<file path="src/rtl/pipe_hazard_ctrl_if.sv">
// Hazard-controller bundle: ID/EX/MEM observation inputs and pipeline control outputs.
// The master modport drives the pipeline side; the slave modport is the controller.
interface pipe_hazard_ctrl_if #(
    parameter int unsigned CNT_W = 32
);
    logic [4:0]       i_id_Rs1;
    logic [4:0]       i_id_Rs2;
    logic             i_id_UsesRs1;
    logic             i_id_UsesRs2;
    logic [4:0]       i_ex_RegDst;
    logic             i_ex_MemToReg;
    logic             i_ex_RegWrEn;
    logic             i_mem_Branch;
    logic             i_mem_Jump;
    logic             i_mem_Zero;
    logic [31:0]      i_mem_TargetAddr;
    logic             i_ext_Hold;
    logic             o_PcWrEn;
    logic             o_PcSel;
    logic [31:0]      o_PcTarget;
    logic             o_IfIdWrEn;
    logic             o_IfIdFlush;
    logic             o_IdExFlush;
    logic             o_ExMemFlush;
    logic [1:0]       o_State;
    logic [CNT_W-1:0] o_StallCycles;
    logic [CNT_W-1:0] o_FlushEvents;

    modport master (
        output i_id_Rs1, i_id_Rs2, i_id_UsesRs1, i_id_UsesRs2,
        output i_ex_RegDst, i_ex_MemToReg, i_ex_RegWrEn,
        output i_mem_Branch, i_mem_Jump, i_mem_Zero, i_mem_TargetAddr, i_ext_Hold,
        input  o_PcWrEn, o_PcSel, o_PcTarget, o_IfIdWrEn, o_IfIdFlush,
        input  o_IdExFlush, o_ExMemFlush, o_State, o_StallCycles, o_FlushEvents
    );

    modport slave (
        input  i_id_Rs1, i_id_Rs2, i_id_UsesRs1, i_id_UsesRs2,
        input  i_ex_RegDst, i_ex_MemToReg, i_ex_RegWrEn,
        input  i_mem_Branch, i_mem_Jump, i_mem_Zero, i_mem_TargetAddr, i_ext_Hold,
        output o_PcWrEn, o_PcSel, o_PcTarget, o_IfIdWrEn, o_IfIdFlush,
        output o_IdExFlush, o_ExMemFlush, o_State, o_StallCycles, o_FlushEvents
    );
endinterface

</file>
<file path="src/rtl/pipe_hazard_ctrl.sv">
// Pipeline sequencer for light_rv32i: load-use bubble, branch/jump redirect, external hold.
// Define PIPE_HAZARD_CTRL_PERF_EN to build the stall/flush performance counters.
module pipe_hazard_ctrl #(
    parameter int unsigned FLUSH_CYCLES = 1,
    parameter int unsigned CNT_W        = 32
) (
    input  logic              clk,
    input  logic              reset_n,
    pipe_hazard_ctrl_if.slave bus
);
    localparam int unsigned CD_W = 2;

    typedef enum logic [1:0] {
        ST_RUN      = 2'd0,
        ST_STALL    = 2'd1,
        ST_REDIRECT = 2'd2
    } state_t;

    state_t          r_state;
    state_t          w_next_state;
    logic [CD_W-1:0] r_cnt;
    logic [CD_W-1:0] w_next_cnt;
    logic [31:0]     r_target;
    logic [31:0]     w_next_target;
    logic            w_taken;
    logic            w_loaduse;
    logic            w_first;
    logic            w_pc_wr;
    logic            w_pc_sel;
    logic            w_ifid_wr;
    logic            w_ifid_fl;
    logic            w_idex_fl;
    logic            w_exmem_fl;

    assign w_taken   = bus.i_mem_Jump | (bus.i_mem_Branch & bus.i_mem_Zero);
    assign w_loaduse = bus.i_ex_MemToReg & bus.i_ex_RegWrEn & (bus.i_ex_RegDst != 5'd0) &
                       ((bus.i_id_UsesRs1 & (bus.i_id_Rs1 == bus.i_ex_RegDst)) |
                        (bus.i_id_UsesRs2 & (bus.i_id_Rs2 == bus.i_ex_RegDst)));
    assign w_first   = (r_cnt == CD_W'(FLUSH_CYCLES));

    always_ff @(posedge clk or negedge reset_n) begin
        if (!reset_n) begin
            r_state  <= ST_RUN;
            r_cnt    <= '0;
            r_target <= '0;
        end else begin
            r_state  <= w_next_state;
            r_cnt    <= w_next_cnt;
            r_target <= w_next_target;
        end
    end

    // Next state and pipeline controls; hold freezes everything and outranks redirect/bubble.
    always_comb begin
        w_next_state  = r_state;
        w_next_cnt    = r_cnt;
        w_next_target = r_target;
        w_pc_wr       = 1'b1;
        w_pc_sel      = 1'b0;
        w_ifid_wr     = 1'b1;
        w_ifid_fl     = 1'b0;
        w_idex_fl     = 1'b0;
        w_exmem_fl    = 1'b0;
        if (!reset_n || bus.i_ext_Hold) begin
            w_pc_wr   = 1'b0;
            w_ifid_wr = 1'b0;
        end else begin
            case (r_state)
                ST_RUN, ST_STALL: begin
                    if (w_taken) begin
                        w_pc_wr       = 1'b0;
                        w_ifid_fl     = 1'b1;
                        w_idex_fl     = 1'b1;
                        w_exmem_fl    = 1'b1;
                        w_next_target = bus.i_mem_TargetAddr;
                        w_next_cnt    = CD_W'(FLUSH_CYCLES);
                        w_next_state  = ST_REDIRECT;
                    end else if (r_state == ST_RUN && w_loaduse) begin
                        w_pc_wr      = 1'b0;
                        w_ifid_wr    = 1'b0;
                        w_idex_fl    = 1'b1;
                        w_next_state = ST_STALL;
                    end else begin
                        w_next_state = ST_RUN;
                    end
                end
                ST_REDIRECT: begin
                    if (w_first) begin
                        w_pc_sel  = 1'b1;
                        w_ifid_fl = 1'b1;
                        w_idex_fl = 1'b1;
                    end else begin
                        w_pc_wr   = 1'b0;
                        w_ifid_fl = 1'b1;
                    end
                    w_next_cnt = r_cnt - CD_W'(1);
                    if (r_cnt == CD_W'(1)) begin
                        w_next_state = ST_RUN;
                    end
                end
                default: w_next_state = ST_RUN;
            endcase
        end
    end

    assign bus.o_PcWrEn     = w_pc_wr;
    assign bus.o_PcSel      = w_pc_sel;
    assign bus.o_PcTarget   = r_target;
    assign bus.o_IfIdWrEn   = w_ifid_wr;
    assign bus.o_IfIdFlush  = w_ifid_fl;
    assign bus.o_IdExFlush  = w_idex_fl;
    assign bus.o_ExMemFlush = w_exmem_fl;
    assign bus.o_State      = 2'(r_state);

`ifdef PIPE_HAZARD_CTRL_PERF_EN
    logic [CNT_W-1:0] r_stall_cnt;
    logic [CNT_W-1:0] r_flush_cnt;
    logic             w_stall_evt;
    logic             w_flush_evt;

    // Redirect cycles do not count as stalls; only hold and the load-use bubble do.
    assign w_stall_evt = bus.i_ext_Hold | ((r_state == ST_RUN) & ~w_taken & w_loaduse);
    assign w_flush_evt = ~bus.i_ext_Hold & (r_state != ST_REDIRECT) & w_taken;

    always_ff @(posedge clk or negedge reset_n) begin
        if (!reset_n) begin
            r_stall_cnt <= '0;
            r_flush_cnt <= '0;
        end else begin
            if (w_stall_evt && (r_stall_cnt != '1)) begin
                r_stall_cnt <= r_stall_cnt + CNT_W'(1);
            end
            if (w_flush_evt && (r_flush_cnt != '1)) begin
                r_flush_cnt <= r_flush_cnt + CNT_W'(1);
            end
        end
    end

    assign bus.o_StallCycles = r_stall_cnt;
    assign bus.o_FlushEvents = r_flush_cnt;
`else
    assign bus.o_StallCycles = '0;
    assign bus.o_FlushEvents = '0;
`endif
endmodule
</file>
<file path="src/flat_wrapper.sv">
// flat-port wrapper written by rule: the top's interface ports become plain ports
module pipe_hazard_ctrl_flat 
#(
    parameter int unsigned FLUSH_CYCLES = 1,
    parameter int unsigned CNT_W        = 32
)
  (clk, reset_n, bus_i_id_Rs1, bus_i_id_Rs2, bus_i_id_UsesRs1, bus_i_id_UsesRs2, bus_i_ex_RegDst, bus_i_ex_MemToReg, bus_i_ex_RegWrEn, bus_i_mem_Branch, bus_i_mem_Jump, bus_i_mem_Zero, bus_i_mem_TargetAddr, bus_i_ext_Hold, bus_o_PcWrEn, bus_o_PcSel, bus_o_PcTarget, bus_o_IfIdWrEn, bus_o_IfIdFlush, bus_o_IdExFlush, bus_o_ExMemFlush, bus_o_State, bus_o_StallCycles, bus_o_FlushEvents);
  pipe_hazard_ctrl_if #(.CNT_W(CNT_W)) bus_i ();
  input  logic clk;
  input  logic reset_n;
  input wire logic [$bits(bus_i.i_id_Rs1)-1:0] bus_i_id_Rs1;
  input wire logic [$bits(bus_i.i_id_Rs2)-1:0] bus_i_id_Rs2;
  input wire logic [$bits(bus_i.i_id_UsesRs1)-1:0] bus_i_id_UsesRs1;
  input wire logic [$bits(bus_i.i_id_UsesRs2)-1:0] bus_i_id_UsesRs2;
  input wire logic [$bits(bus_i.i_ex_RegDst)-1:0] bus_i_ex_RegDst;
  input wire logic [$bits(bus_i.i_ex_MemToReg)-1:0] bus_i_ex_MemToReg;
  input wire logic [$bits(bus_i.i_ex_RegWrEn)-1:0] bus_i_ex_RegWrEn;
  input wire logic [$bits(bus_i.i_mem_Branch)-1:0] bus_i_mem_Branch;
  input wire logic [$bits(bus_i.i_mem_Jump)-1:0] bus_i_mem_Jump;
  input wire logic [$bits(bus_i.i_mem_Zero)-1:0] bus_i_mem_Zero;
  input wire logic [$bits(bus_i.i_mem_TargetAddr)-1:0] bus_i_mem_TargetAddr;
  input wire logic [$bits(bus_i.i_ext_Hold)-1:0] bus_i_ext_Hold;
  output wire logic [$bits(bus_i.o_PcWrEn)-1:0] bus_o_PcWrEn;
  output wire logic [$bits(bus_i.o_PcSel)-1:0] bus_o_PcSel;
  output wire logic [$bits(bus_i.o_PcTarget)-1:0] bus_o_PcTarget;
  output wire logic [$bits(bus_i.o_IfIdWrEn)-1:0] bus_o_IfIdWrEn;
  output wire logic [$bits(bus_i.o_IfIdFlush)-1:0] bus_o_IfIdFlush;
  output wire logic [$bits(bus_i.o_IdExFlush)-1:0] bus_o_IdExFlush;
  output wire logic [$bits(bus_i.o_ExMemFlush)-1:0] bus_o_ExMemFlush;
  output wire logic [$bits(bus_i.o_State)-1:0] bus_o_State;
  output wire logic [$bits(bus_i.o_StallCycles)-1:0] bus_o_StallCycles;
  output wire logic [$bits(bus_i.o_FlushEvents)-1:0] bus_o_FlushEvents;
  assign bus_i.i_id_Rs1 = bus_i_id_Rs1;
  assign bus_i.i_id_Rs2 = bus_i_id_Rs2;
  assign bus_i.i_id_UsesRs1 = bus_i_id_UsesRs1;
  assign bus_i.i_id_UsesRs2 = bus_i_id_UsesRs2;
  assign bus_i.i_ex_RegDst = bus_i_ex_RegDst;
  assign bus_i.i_ex_MemToReg = bus_i_ex_MemToReg;
  assign bus_i.i_ex_RegWrEn = bus_i_ex_RegWrEn;
  assign bus_i.i_mem_Branch = bus_i_mem_Branch;
  assign bus_i.i_mem_Jump = bus_i_mem_Jump;
  assign bus_i.i_mem_Zero = bus_i_mem_Zero;
  assign bus_i.i_mem_TargetAddr = bus_i_mem_TargetAddr;
  assign bus_i.i_ext_Hold = bus_i_ext_Hold;
  assign bus_o_PcWrEn = bus_i.o_PcWrEn;
  assign bus_o_PcSel = bus_i.o_PcSel;
  assign bus_o_PcTarget = bus_i.o_PcTarget;
  assign bus_o_IfIdWrEn = bus_i.o_IfIdWrEn;
  assign bus_o_IfIdFlush = bus_i.o_IfIdFlush;
  assign bus_o_IdExFlush = bus_i.o_IdExFlush;
  assign bus_o_ExMemFlush = bus_i.o_ExMemFlush;
  assign bus_o_State = bus_i.o_State;
  assign bus_o_StallCycles = bus_i.o_StallCycles;
  assign bus_o_FlushEvents = bus_i.o_FlushEvents;
  pipe_hazard_ctrl #(.FLUSH_CYCLES(FLUSH_CYCLES), .CNT_W(CNT_W)) u_core (.clk(clk), .reset_n(reset_n), .bus(bus_i));
endmodule
</file>
<file path="config.mk">
export PLATFORM = sky130hd
export DESIGN_NAME = pipe_hazard_ctrl_flat
export DESIGN_NICKNAME = d
export VERILOG_FILES = /design/src/rtl/pipe_hazard_ctrl_if.sv /design/src/rtl/pipe_hazard_ctrl.sv /design/src/flat_wrapper.sv
export SDC_FILE = /design/constraint.sdc
export NUM_CORES = 1
export LEC_CHECK = 0
export CAP_MARGIN = 20
export CORE_MARGIN = 1.5
export CORE_UTILIZATION = 34
export DETAILED_ROUTE_END_ITERATION = 8
export PLACE_DENSITY = 0.84
export SLEW_MARGIN = 20
export SYNTH_ARGS = -nofsm -noshare
export SYNTH_HDL_FRONTEND = slang
export SYNTH_SLANG_ARGS = --single-unit
</file>
<file path="constraint.sdc">
create_clock -name clk -period 1.8 [get_ports clk]
set_input_delay 0.36 -clock clk [delete_from_list [all_inputs] [get_ports clk]]
set_output_delay 0.36 -clock clk [all_outputs]
set_load 0.01 [all_outputs]
</file>
Yosys cells after proc, flatten, opt, wreduce, memory -nomap -nowiden
Index checks and enable logic that the tools add are counted. Widths: inputs -> output; s select.

Input bits: 57. Latch bits: 0. Memories: 0. Word-level logic and storage cells: 55. Flip-flop bits (word level): 36. Bits in read-only memories: 0. Memory bits (writable): 0.

$add $sub $neg: 1. Bitwise operators: 9. Eq/ne operators: 7. $mul: 0. Div/mod/pow operators: 0. Magnitude comparators: 0. Shifts and indexed selects: 0. Multiplexer cells: 25. Reductions and logical operators: 10.

Operator list (count): $mux 1 (17); $eq 5x5->1 (2); $pmux 2 s2 (2); $and 1x1->1 (6); $mux 2 (3); $pmux 1 s2 (3); $reduce_and 3->1 (2); $reduce_bool 5->1 (1); $eq 2x1->1 const B (2); $ne 2x1->1 const B (2); $eq 2x2->1 const B (1); $logic_not 2->1 (1); $or 1x1->1 (2); $reduce_and 2->1 (1); $reduce_bool 2->1 (1); $reduce_or 2->1 (1); $sub 2x1->2 const B (1); $logic_and 1x1->1 (1); $logic_not 1->1 (1); $logic_or 1x1->1 (1); $not 1->1 (1).

Logic depth before layout (Yosys ltp)
Depth after elaboration: 9. Mapped depth: 5. Depth with buffers taken out: 5.

Worst setup path after synthesis
Ideal clock, no wire load.

Path kind: input -> output. Start: input bus_i_ex_RegDst[2]. End: output bus_o_IdExFlush. Path buffers: 0. Setup slack: 0.057 ns. Arrival time: 1.383 ns. Stages: 4. Path through: or4_4 o21ai_2 a21oi_2 o31a_1.

Longest elaborated chain between the ends: 9. Elaborated cells between the ends (all ways): 13.

RTL lines: start, declared (RTL line flat_wrapper.sv:15) `input wire logic [$bits(bus_i.i_ex_RegDst)-1:0] bus_i_ex_RegDst;`; $eq 5x5->1 (on tied branches) (RTL line pipe_hazard_ctrl.sv:37, pipe_hazard_ctrl.sv:38); $and 1x1->1 (on tied branches) (RTL line pipe_hazard_ctrl.sv:37, pipe_hazard_ctrl.sv:38); $or 1x1->1 (RTL line pipe_hazard_ctrl.sv:37) `((bus.i_id_UsesRs1 & (bus.i_id_Rs1 == bus.i_ex_RegDst)) |`; $and 1x1->1 (*) (RTL line pipe_hazard_ctrl.sv:36) `assign w_loaduse = bus.i_ex_MemToReg & bus.i_ex_RegWrEn & (bus.i_ex_RegDst != 5'd0) &`; $logic_and 1x1->1 (*) (RTL line pipe_hazard_ctrl.sv:78) `end else if (r_state == ST_RUN && w_loaduse) begin`; $mux 1 (*) (RTL line pipe_hazard_ctrl.sv:78); $mux 1 (*) (RTL line pipe_hazard_ctrl.sv:70) `if (w_taken) begin`; $pmux 1 s2 (*) (RTL line pipe_hazard_ctrl.sv:68) `case (r_state)`; $mux 1 (*) (RTL line pipe_hazard_ctrl.sv:64) `if (!reset_n || bus.i_ext_Hold) begin`; end, declared (RTL line flat_wrapper.sv:28) `output wire logic [$bits(bus_i.o_IdExFlush)-1:0] bus_o_IdExFlush;`.

Every way passes the cells marked *; elsewhere a longest branch is shown, timed or not.

Final worst setup path
Ends and elaborated chain as after synthesis.

==> flow_summary_export.csv <==
group,metric,value,unit
worst_setup_path,cp-end-kind,"output pin",
placed_design,port_buffers,96,
worst_setup_path,cp_slowest_stage_delay,0.52,ns
power_and_ir_drop,power.density,1250,nW/µm²
grt,grt_overflow_total,0,
floorplan,die_area,6580,µm²
synth,syn_inst,180,
layout,final_cell_mix,"clkdlybuf4s50_1 (71), conb_1 (64), dfrtp_1 (36), mux2_2 (32), buf_4 (18)",
layout,area_growth,52.7,%
timing,holdWs,0.0388,ns
layout,fin_area,3170,µm²
timing,maxSlewViolCount,0,
worst_setup_path,path_cells,"buf_6 > or4_4 > o21ai_2 > a21oi_2 > buf_4 > o31a_1 > buf_2",
status,violations,"negative setup slack",
timing,skew,0.00215,ns
grt,first_global_vias,1527,
worst_setup_path,startpoint_type,"input port",
cts,cts_inserted_buffers,5,
routing,drt_iter0_markers,10,
worst_setup_path,cp_num_buf_inv,3,
grt,antenna_found_initial,0,
power_and_ir_drop,vdd.ir_drop.worst,0.963,mV
floorplan,start_util,35.1,%
hold_path,worst_hold_path_type,"input port to async pin",
timing,min_period,2.10,ns
placed_design,dp_hpwl,3610,µm
cts,clkLatencyLatePin,0.28,ns
routing,first_pass_iters,4,
placed_design,place_area,2960,µm²
timing,fmax,0.476,GHz
timing,fin_crit_sh,117,%
grt,grt_pass1_wl,7180,µm
synth,mappedNetlistArea,2080,µm²
routing,via_count,1547,
cts,cts_tree,"built",
worst_setup_path,cp_slowest_cell,"or4_4",
worst_setup_path,critPathKind,"input port to output pin",
placed_design,gp_congestion,0.706,
cts,cts_htree_levels,2,
cts,ctsHoldBuffers,0,
synth,synth.distinct_cells,28,
worst_setup_path,required,1.44,ns
floorplan,core-area,5920,µm²
worst_setup_path,cp.arrival,1.74,ns
timing,final-setup-viol-count,3,
grt,grt_max_degree,35,
routing,drc,0,
synth,postSynthAreaPerCell,11.5,µm²
worst_setup_path,cp_top_family,"simple AND/OR/NAND/NOR gates",
layout,num_antenna_cells,0,
timing,hold_viol,0,
routing,wl_per_cell,13.0,µm
cts,cts_root_buf,"clkbuf_8",
status,run_status,"complete, but fails checks",
timing,setup_ws,-0.299,ns
floorplan,rows,28,
routing,ant_nets,0,
worst_setup_path,crit_fanout,3,
cts,clock-sinks,36,
power_and_ir_drop,p_leak,1.49,nW
synth,ys_seq_area_share,43.4,%
layout,nNetsFinal,358,
timing,rsz0062_at_grt,"yes",
routing,vias_per_cell,4.13,
layout,layout_commonest_cell,"clkdlybuf4s50_1",
grt,grtUsageTotal,14.5,%
floorplan,io_pins,161,
layout,drive_gt1_share,33.0,%
cts,path_clk_slew,0.07,ns
synth,ys.warnings.count,0,
layout,post-route-util,53.6,%
routing,routed_wl,4870,µm
floorplan,die_y,81.1,µm
cts,clockBufferDepth,2,
job,maxCapViolations,0,
floorplan,fp.dieW,81.1,µm
synth,ys_seq_elements,36,
-- cells in the mapped netlist, drive strengths merged --
cell    count  area, µm²
a21o        1       7.51
a21oi       4       23.8
a31oi       1       6.26
a32o        1       10.0
and2        2       12.5
and2b       1       7.51
buf        67        503
conb        1       3.75
dfrtp      36        901
ha          1       12.5
inv         3       11.3
mux2       32        360
nand2       1       3.75
nand2b      1       6.26
nand3       3       15.0
nor2        2       7.51
nor2b       1       6.26
nor3        3       26.3
nor4        2       12.5
o21a        1       7.51
o21ai       4       23.8
o31a        1       8.76
or4         1       11.3
xnor2       2       17.5
xor2        8       70.1
-- where the power goes --
group	total (mW)	switching (mW)	internal, mW
Sequential	1.41	0.209	1.20
Clock	0.608	0.267	0.341
Combinational	1.93	0.738	1.19
Total	3.95	1.21	2.74
-- worst register-to-register path, stage by stage, from the launching register on --
cell and delay [ns]:
dfrtp_1 0.43, buf_4 0.17, nor3_4 0.25, buf_12 0.25
mux2_2 0.37
-- metal layers --
layer	wire [µm]	track usage, %	vias to the layer above
met1	1600	14.8	740
met5	0	0	-
met3	597	6.18	2
met2	2650	27.2	100
met4	16	3.62	0
li1	-	-	705
-- state kept, by name (all words and copies together) (netlist names) --
signal / count
u_core.bus.o_PcTarget: 32
u_core.bus.o_State: 2
u_core.r_cnt: 2
-- through the flow --
step           worst slack (ns)  power (mW)  cells  setup TNS, ns
5_1_grt                  -0.325        4.22    375         -0.831
4_1_cts                  -0.268        3.98    374         -0.634
3_3_place_gp             -0.895        3.25    361         -17.32
6_report                 -0.299        3.95    375         -0.679
2_1_floorplan            0.0569        2.28    243              0
3_5_place_dp             -0.966        3.31    361         -18.43
-- area by class of cell --
class                      count  area, µm²
clock buffer                   7       96.3
fill                         520       2750
inverter                       3       11.3
multi-input combinational    137        987
sequential                    36        901
tap                           75       93.8
timing repair buffer         117       1080
-- timing repair --
action | CTS | global route
pin swaps | 14 | 15
resized for setup | 68 | 35
gates cloned | 0 | 0
buffers inserted | 6 | 2
setup endpoints to repair | 38 | 37
-- kinds of logic (layout without fill, tap and decap cells) --
kind of cell               after synthesis  count (layout)  synth area share (%)
buffers and inverters                   70             127                  24.8
DFF                                     36              36                  43.4
adders and majority gates                1               1                 0.603
AOI/OAI and AO/OA                       13              13                  4.22
muxes                                   32              32                  17.4
other                                    1              64                 0.181
xor gates and xnor gates                10              10                  4.22
and+or+nand+nor                         17              17                  5.24
-- path summary, 6_finish.rpt --
check,from,endpoint,slack [ns],cells past startpoint
max reg2reg,u_core.bus.o_State[1],u_core.bus.o_PcTarget[19],0.22,4
max,bus_i_ex_RegDst[2],bus_o_IdExFlush,-0.30,7
min in group clk,u_core.bus.o_PcTarget[17],u_core.bus.o_PcTarget[17],0.51,1
min reg2reg,u_core.bus.o_PcTarget[17],u_core.bus.o_PcTarget[17],0.51,1
min,reset_n,u_core.bus.o_State[0],0.04,2
max in group asynchronous,reset_n,u_core.bus.o_PcTarget[31],1.27,2
(Power assumes the default switching activity.)
